### config.mk
export PLATFORM = sky130hd
export DESIGN_NAME = pipe_skid_reg
export DESIGN_NICKNAME = d
export VERILOG_FILES = /design/src/rtl/pipe_pkg.sv /design/src/rtl/sat_counter.sv /design/src/rtl/pipe_skid_reg.sv
export SDC_FILE = /design/constraint.sdc
export NUM_CORES = 1
export LEC_CHECK = 0
export CAP_MARGIN = 15
export CORE_UTILIZATION = 45
export CTS_CLUSTER_SIZE = 40
export DETAILED_ROUTE_END_ITERATION = 10
export PLACE_DENSITY = 0.76
export SYNTH_ARGS = -nofsm -noshare
export SYNTH_HDL_FRONTEND = slang
export SYNTH_SLANG_ARGS = --single-unit
export TNS_END_PERCENT = 50
### constraint.sdc
create_clock -name clock -period 2.1 [get_ports clock]
set_input_delay 0.525 -clock clock [delete_from_list [all_inputs] [get_ports clock]]
set_output_delay 0.525 -clock clock [all_outputs]
set_load 0.1 [all_outputs]
### src/rtl/pipe_pkg.sv
// Shared definitions for pipeline stage registers: skid-buffer state encoding
// and the ME->WB payload layout used when packing/unpacking at the boundary.
package pipe_pkg;

  typedef enum logic [1:0] {
    ST_EMPTY = 2'b00,
    ST_ONE   = 2'b01,
    ST_FULL  = 2'b11
  } skid_state_e;

  localparam int MEWB_W   = 71;
  localparam int RMEM_BIT = 0;
  localparam int WREG_BIT = 1;
  localparam int RW_LSB   = 2;
  localparam int MO_LSB   = 7;
  localparam int ANS_LSB  = 39;

  // Field order matches the offsets above (ans in the MSBs, rmem in bit 0).
  typedef struct packed {
    logic [31:0] ans;
    logic [31:0] mo;
    logic [4:0]  rw;
    logic        wreg;
    logic        rmem;
  } mewb_t;

  function automatic logic [MEWB_W-1:0] pack_mewb(
    input logic [31:0] ans,
    input logic [31:0] mo,
    input logic [4:0]  rw,
    input logic        wreg,
    input logic        rmem
  );
    mewb_t w_b;
    w_b.ans  = ans;
    w_b.mo   = mo;
    w_b.rw   = rw;
    w_b.wreg = wreg;
    w_b.rmem = rmem;
    return w_b;
  endfunction

endpackage

### src/rtl/sat_counter.sv
// Saturating up-counter with synchronous active-low reset; shared by the
// per-stage performance counters.
module sat_counter #(
  parameter int CNT_W = 16
) (
  input  logic             clock,
  input  logic             reset_0,
  input  logic             inc,
  output logic [CNT_W-1:0] count
);

  localparam logic [CNT_W-1:0] CNT_MAX = {CNT_W{1'b1}};
  localparam logic [CNT_W-1:0] CNT_ONE = {{(CNT_W-1){1'b0}}, 1'b1};

  logic [CNT_W-1:0] r_cnt;

  // Count register: clears on reset, sticks at all-ones.
  always_ff @(posedge clock) begin
    if (!reset_0) begin
      r_cnt <= {CNT_W{1'b0}};
    end else if (inc && (r_cnt != CNT_MAX)) begin
      r_cnt <= r_cnt + CNT_ONE;
    end else begin
      r_cnt <= r_cnt;
    end
  end

  assign count = r_cnt;

endmodule

### src/rtl/pipe_skid_reg.sv
// Valid/ready pipeline stage register with a two-entry skid buffer, synchronous
// flush and a saturating back-pressure counter; every output is a flop.
import pipe_pkg::*;

module pipe_skid_reg #(
  parameter int PAYLOAD_W = 71,
  parameter int CNT_W     = 16
) (
  input  logic                 clock,
  input  logic                 reset_0,
  input  logic                 flush,
  input  logic                 up_valid,
  input  logic [PAYLOAD_W-1:0] up_data,
  output logic                 up_ready,
  output logic                 dn_valid,
  output logic [PAYLOAD_W-1:0] dn_data,
  input  logic                 dn_ready,
  output logic [CNT_W-1:0]     stall_cnt
);

  localparam logic [PAYLOAD_W-1:0] ZERO_P = {PAYLOAD_W{1'b0}};

  skid_state_e          r_state;
  logic [PAYLOAD_W-1:0] r_m;
  logic [PAYLOAD_W-1:0] r_s;
  logic                 r_dn_valid;
  logic                 r_up_ready;

  skid_state_e          w_state_nx;
  logic [PAYLOAD_W-1:0] w_m_nx;
  logic [PAYLOAD_W-1:0] w_s_nx;
  logic                 w_accept;
  logic                 w_pop;
  logic                 w_stall;

  assign w_accept = up_valid & r_up_ready;
  assign w_pop    = r_dn_valid & dn_ready;
  assign w_stall  = r_dn_valid & ~dn_ready;

  // Next-state and next-datapath selection; flush overrides every transition.
  always_comb begin
    w_state_nx = r_state;
    w_m_nx     = r_m;
    w_s_nx     = r_s;
    case (r_state)
      ST_EMPTY: begin
        if (w_accept) begin
          w_m_nx     = up_data;
          w_state_nx = ST_ONE;
        end else begin
          w_state_nx = ST_EMPTY;
        end
      end
      ST_ONE: begin
        if (w_accept && w_pop) begin
          w_m_nx     = up_data;
          w_state_nx = ST_ONE;
        end else if (w_accept) begin
          w_s_nx     = up_data;
          w_state_nx = ST_FULL;
        end else if (w_pop) begin
          w_state_nx = ST_EMPTY;
        end else begin
          w_state_nx = ST_ONE;
        end
      end
      ST_FULL: begin
        // up_ready is low here, so only a pop can move the state.
        if (w_pop) begin
          w_m_nx     = r_s;
          w_state_nx = ST_ONE;
        end else begin
          w_state_nx = ST_FULL;
        end
      end
      default: begin
        w_state_nx = ST_EMPTY;
        w_m_nx     = ZERO_P;
        w_s_nx     = ZERO_P;
      end
    endcase
    if (flush) begin
      w_state_nx = ST_EMPTY;
      w_m_nx     = ZERO_P;
      w_s_nx     = ZERO_P;
    end else begin
      w_state_nx = w_state_nx;
    end
  end

  // State/data registers; handshake flags are decoded from the next state so
  // that up_ready and dn_valid come straight out of flops.
  always_ff @(posedge clock) begin
    if (!reset_0) begin
      r_state    <= ST_EMPTY;
      r_m        <= ZERO_P;
      r_s        <= ZERO_P;
      r_dn_valid <= 1'b0;
      r_up_ready <= 1'b1;
    end else begin
      r_state    <= w_state_nx;
      r_m        <= w_m_nx;
      r_s        <= w_s_nx;
      r_dn_valid <= (w_state_nx != ST_EMPTY);
      r_up_ready <= (w_state_nx != ST_FULL);
    end
  end

  sat_counter #(
    .CNT_W (CNT_W)
  ) u_stall_cnt (
    .clock   (clock),
    .reset_0 (reset_0),
    .inc     (w_stall),
    .count   (stall_cnt)
  );

  assign up_ready = r_up_ready;
  assign dn_valid = r_dn_valid;
  assign dn_data  = r_m;

endmodule

==> results.txt <==
----------------------------------------------------
[Outcome]
  Result of the run ... completed

[STA]
  Hold Vio Cnt, Final ... 0
  Period Utilization, post-route ... 95.80%
  Slew at the pin closest to its max-slew limit ... 0.6141 ns
  Final-report max-slew violation count ... 0
  Upper clock frequency limit ... 0.4971 GHz
  Period minus WS final ... 2.012 ns
  Setup repair after global routing missed its margin ... no
  Worst Setup Slack, final ... 0.08830 ns
  Max-Slew Margin vs Limit ... 58.61%
  Final Skew ... 0.006276 ns
  Final setup vio count ... 0

[Synthesis]
  Share of the synthesized area in the top cell type ... 47.98%
  Proportion of register bits with asynchronous set or reset after synthesis ... 0%
  Warnings, synthesis ... 0
  Mean Syn Cell Area ... 8.066 um2
  Sequential share of the synthesized area ... 47.98%
  Top-count cell post-synth ... dfxtp_1
  Count of cell types in the netlist ... 44
  Number of flops mapped to enable cells by yosys ... 0
  Number of synthesized register bits ... 162
  Cell types occupying the most area after synthesis ... dfxtp_1 (48%), a21oi_1 (11%), nand2_1 (8.4%)
  Largest area contributor in the netlist ... dfxtp_1
  Nets in the synthesized netlist ... 919
  Primary flip-flop cell chosen by synthesis mapping ... dfxtp_1
  Synthesized instance count ... 838
  Area of the mapped netlist ... 6759 um2
  Synth cell count leaders ... dfxtp_1 (162), a21oi_1 (151), nand2_1 (151)

[Power and ir drop]
  Switching power summed over all nets ... 2.035 mW
  Switching portion of total power ... 27.45%
  PwrDens ... 809.8 nW/um2
  Total power after layout ... 7.414 mW
  Clock share of power ... 42.5%
  Reported leakage power ... 3.337 nW
  Portion of total power attributed to sequential cells ... 42.7%
  Share of total power in combinational logic ... 14.9%
  Worst ir drop on vdd ... 0.5856 mV
  Internal cell power ... 5.379 mW

[Clock network]
  TritonCTS clock tree ... built
  H-tree levels ... 4
  Number of setup buffers added after CTS ... 0
  Number of clock buffers inserted by TritonCTS ... 17
  Clock sink count ... 162
  Cts-stage hold buffer count ... 0
  Clock insertion delay at the later pin of the skew report ... 0.42 ns
  Maximum clock path buffer count ... 2
  Root buffer cell ... clkbuf_16
  Clock Pin Slew Worst Setup and Hold Paths ... 0.06 ns
  Number of resized instances in the post-cts repair step ... 0

[Place]
  Port Buf Inserts ... 164
  Routability cong. ... 0.8630
  Area after detailed placement ... 8542 um2
  Detail Placement HPWL ... 11690 um
  Worst setup slack after placement ... -0.3266 ns
  Placed cells ... 1140

[GRT]
  Via count of the first global-routing pass ... 5870
  Maximum number of pins on one net before global-route repair ... 92
  Global route total overflow ... 0
  Number of antenna violations at the first check in global routing ... 1
  Overall Global Routing Usage ... 24.20%
  Wire length of the first global-routing pass ... 30710 um

[Detailed routing]
  Remaining design rule violation count ... 0
  Overall via count from detail_route ... 6651
  Drt via density ... 5.670
  Post-detailed-routing wire length ... 18840 um
  Violation count after the first detailed-routing iteration ... 570
  Per-cell routed wire length ... 16.06 um
  First-pass iteration count of the detailed router ... 6
  Number of nets still failing antenna checks after routing ... 0

[Run]
  Maximum Capacitance Violations ... 0

[Critical path]
  Critical path's largest stage delay ... 0.51 ns
  End of the worst register-to-register path ... dn_data[27]$_SDFFE_PP0P_
  FF-to-FF Start ... r_state[1]$_SDFF_PN0_
  Buffer and inverter count on the worst path ... 2
  Count of cells along the worst register-to-register path ... 6
  Top delay family on crit path ... buffers and inverters
  Data arrival, critical path ... 2.36 ns
  Register-to-register setup slack ... 0.16 ns
  CP Data Required Time ... 2.44 ns
  Maximum fanout encountered on the critical timing path ... 37
  Critical path, cell by cell ... clkdlybuf4s50_1, nand4_1, a221o_4, buf_12, or3_1, a21oi_1
  Crit. End Element ... register
  CP Class ... input pin to register
  Worst Setup Start Kind ... input pin
  Standard cell with the maximum stage delay on the critical path ... clkdlybuf4s50_1

[Floorplan]
  Full die area ... 15510 um2
  Vertical die dimension ... 124.6 um
  Initial standard-cell utilization of the core ... 46.33%
  Core footprint ... 14590 um2
  Standard-cell row count ... 44
  Boundary Pins ... 165
  Die extent in x ... 124.6 um

[Worst hold path]
  Hold Path Stages ... 2
  Hold WC Path Type ... register to register
  Startpoint of the tightest hold check path ... dn_data[51]$_SDFFE_PP0P_
  Endpoint, Worst Hold ... dn_data[51]$_SDFFE_PP0P_

[Finish]
  Final standard cell area without fillers ... 9155 um2
  Finished Layout Cells ... 1173
  Layout cells sized above 1 ... 18.72%
  Post-synthesis to final-layout area growth ... 35.45%
  Net count of the finished layout ... 1056
  Final Util ... 62.75%

----------------------------------------------------
## routing by layer
layer | track usage (%) | vias to the layer above | wire [um]
met5 | 0 | - | 0
met4 | 8.221 | 0 | 425
met3 | 5.241 | 28 | 1000
met2 | 37.96 | 205 | 9024
met1 | 32.83 | 3149 | 8394
li1 | - | 3269 | -
## per-stage QoR
step                      hold WS, ns    TNS [ns]
final                          0.4538           0
after global placement         0.4438      -26.14
after CTS                      0.4551           0
after global routing           0.4742           0
after detailed placement       0.4470      -28.77
after floorplan                0.4534  -0.0004741
## cell type report
cell class	instances	area, um2
inverters	8	30.03
fillers	1260	5434
well taps	184	230.2
clock buffers	20	478.0
clock inverters	12	130.1
flip-flops and latches	162	3281
diodes	1	2.502
repair buffers	196	1774
multi-input cells	590	3229
## worst max path at each step
stage	depth (start not counted)	slack, ns	from	end
2_1_floorplan	5	-0.0005	u_stall_cnt.count[5]$_SDFFE_PN0P_	u_stall_cnt.count[15]$_SDFFE_PN0P_
3_3_place_gp	5	-0.33	dn_ready	u_stall_cnt.count[15]$_SDFFE_PN0P_
3_5_place_dp	5	-0.33	dn_ready	u_stall_cnt.count[15]$_SDFFE_PN0P_
4_1_cts	5	0.11	dn_ready	u_stall_cnt.count[15]$_SDFFE_PN0P_
5_1_grt	6	0.02	up_valid	dn_data[56]$_SDFFE_PP0P_
6_report	6	0.09	up_valid	dn_data[27]$_SDFFE_PP0P_
## power by group through the flow
stage | clock (mW) | sequential, mW | combinational (mW)
3_3_place_gp | 0 | 3.23 | 1.09
2_1_floorplan | 0 | 3.62 | 0.325
4_1_cts | 3.19 | 3.16 | 1.10
6_report | 3.15 | 3.16 | 1.10
3_5_place_dp | 0 | 3.23 | 1.10
5_1_grt | 3.34 | 3.17 | 1.17
## cell families after synthesis
family | synth area share [%]
AOI/OAI and AO/OA | 26.71
and+or+nand+nor | 19.16
DFF | 47.98
buffers and inverters | 4.794
adders and majority gates | 0.9256
muxes | 0.2962
xor gates and xnor gates | 0.1296
## layout by cell type (no fill, tap or decap), types with 3 or more instances in the layout
cell,instances
nand2_1,151
a21oi_1,151
dfxtp_1,144
buf_4,112
o21ai_0,77
clkdlybuf4s50_1,74
or3_1,71
a22oi_1,70
clkbuf_16,18
dfxtp_2,12
buf_12,9
nand3_1,8
inv_1,6
nor2_1,6
nor3_1,6
dfxtp_4,6
or4_1,4
clkinv_2,4
clkinv_4,4
nand4_1,3
o31ai_1,3
nor4_1,3
ha_1,3
## state kept, by name (all words and copies together), names as in the netlist
signal	flops
dn_data	71
dn_valid	1
r_s	71
r_state	2
u_stall_cnt.count	16
up_ready	1
## worst min-delay path, cell delays in order, from the launching register on
cell and delay [ns]:
dfxtp_1 0.31, nand2_1 0.05, a21oi_1 0.05
Note: power is estimated with default switching activity, not from simulation.
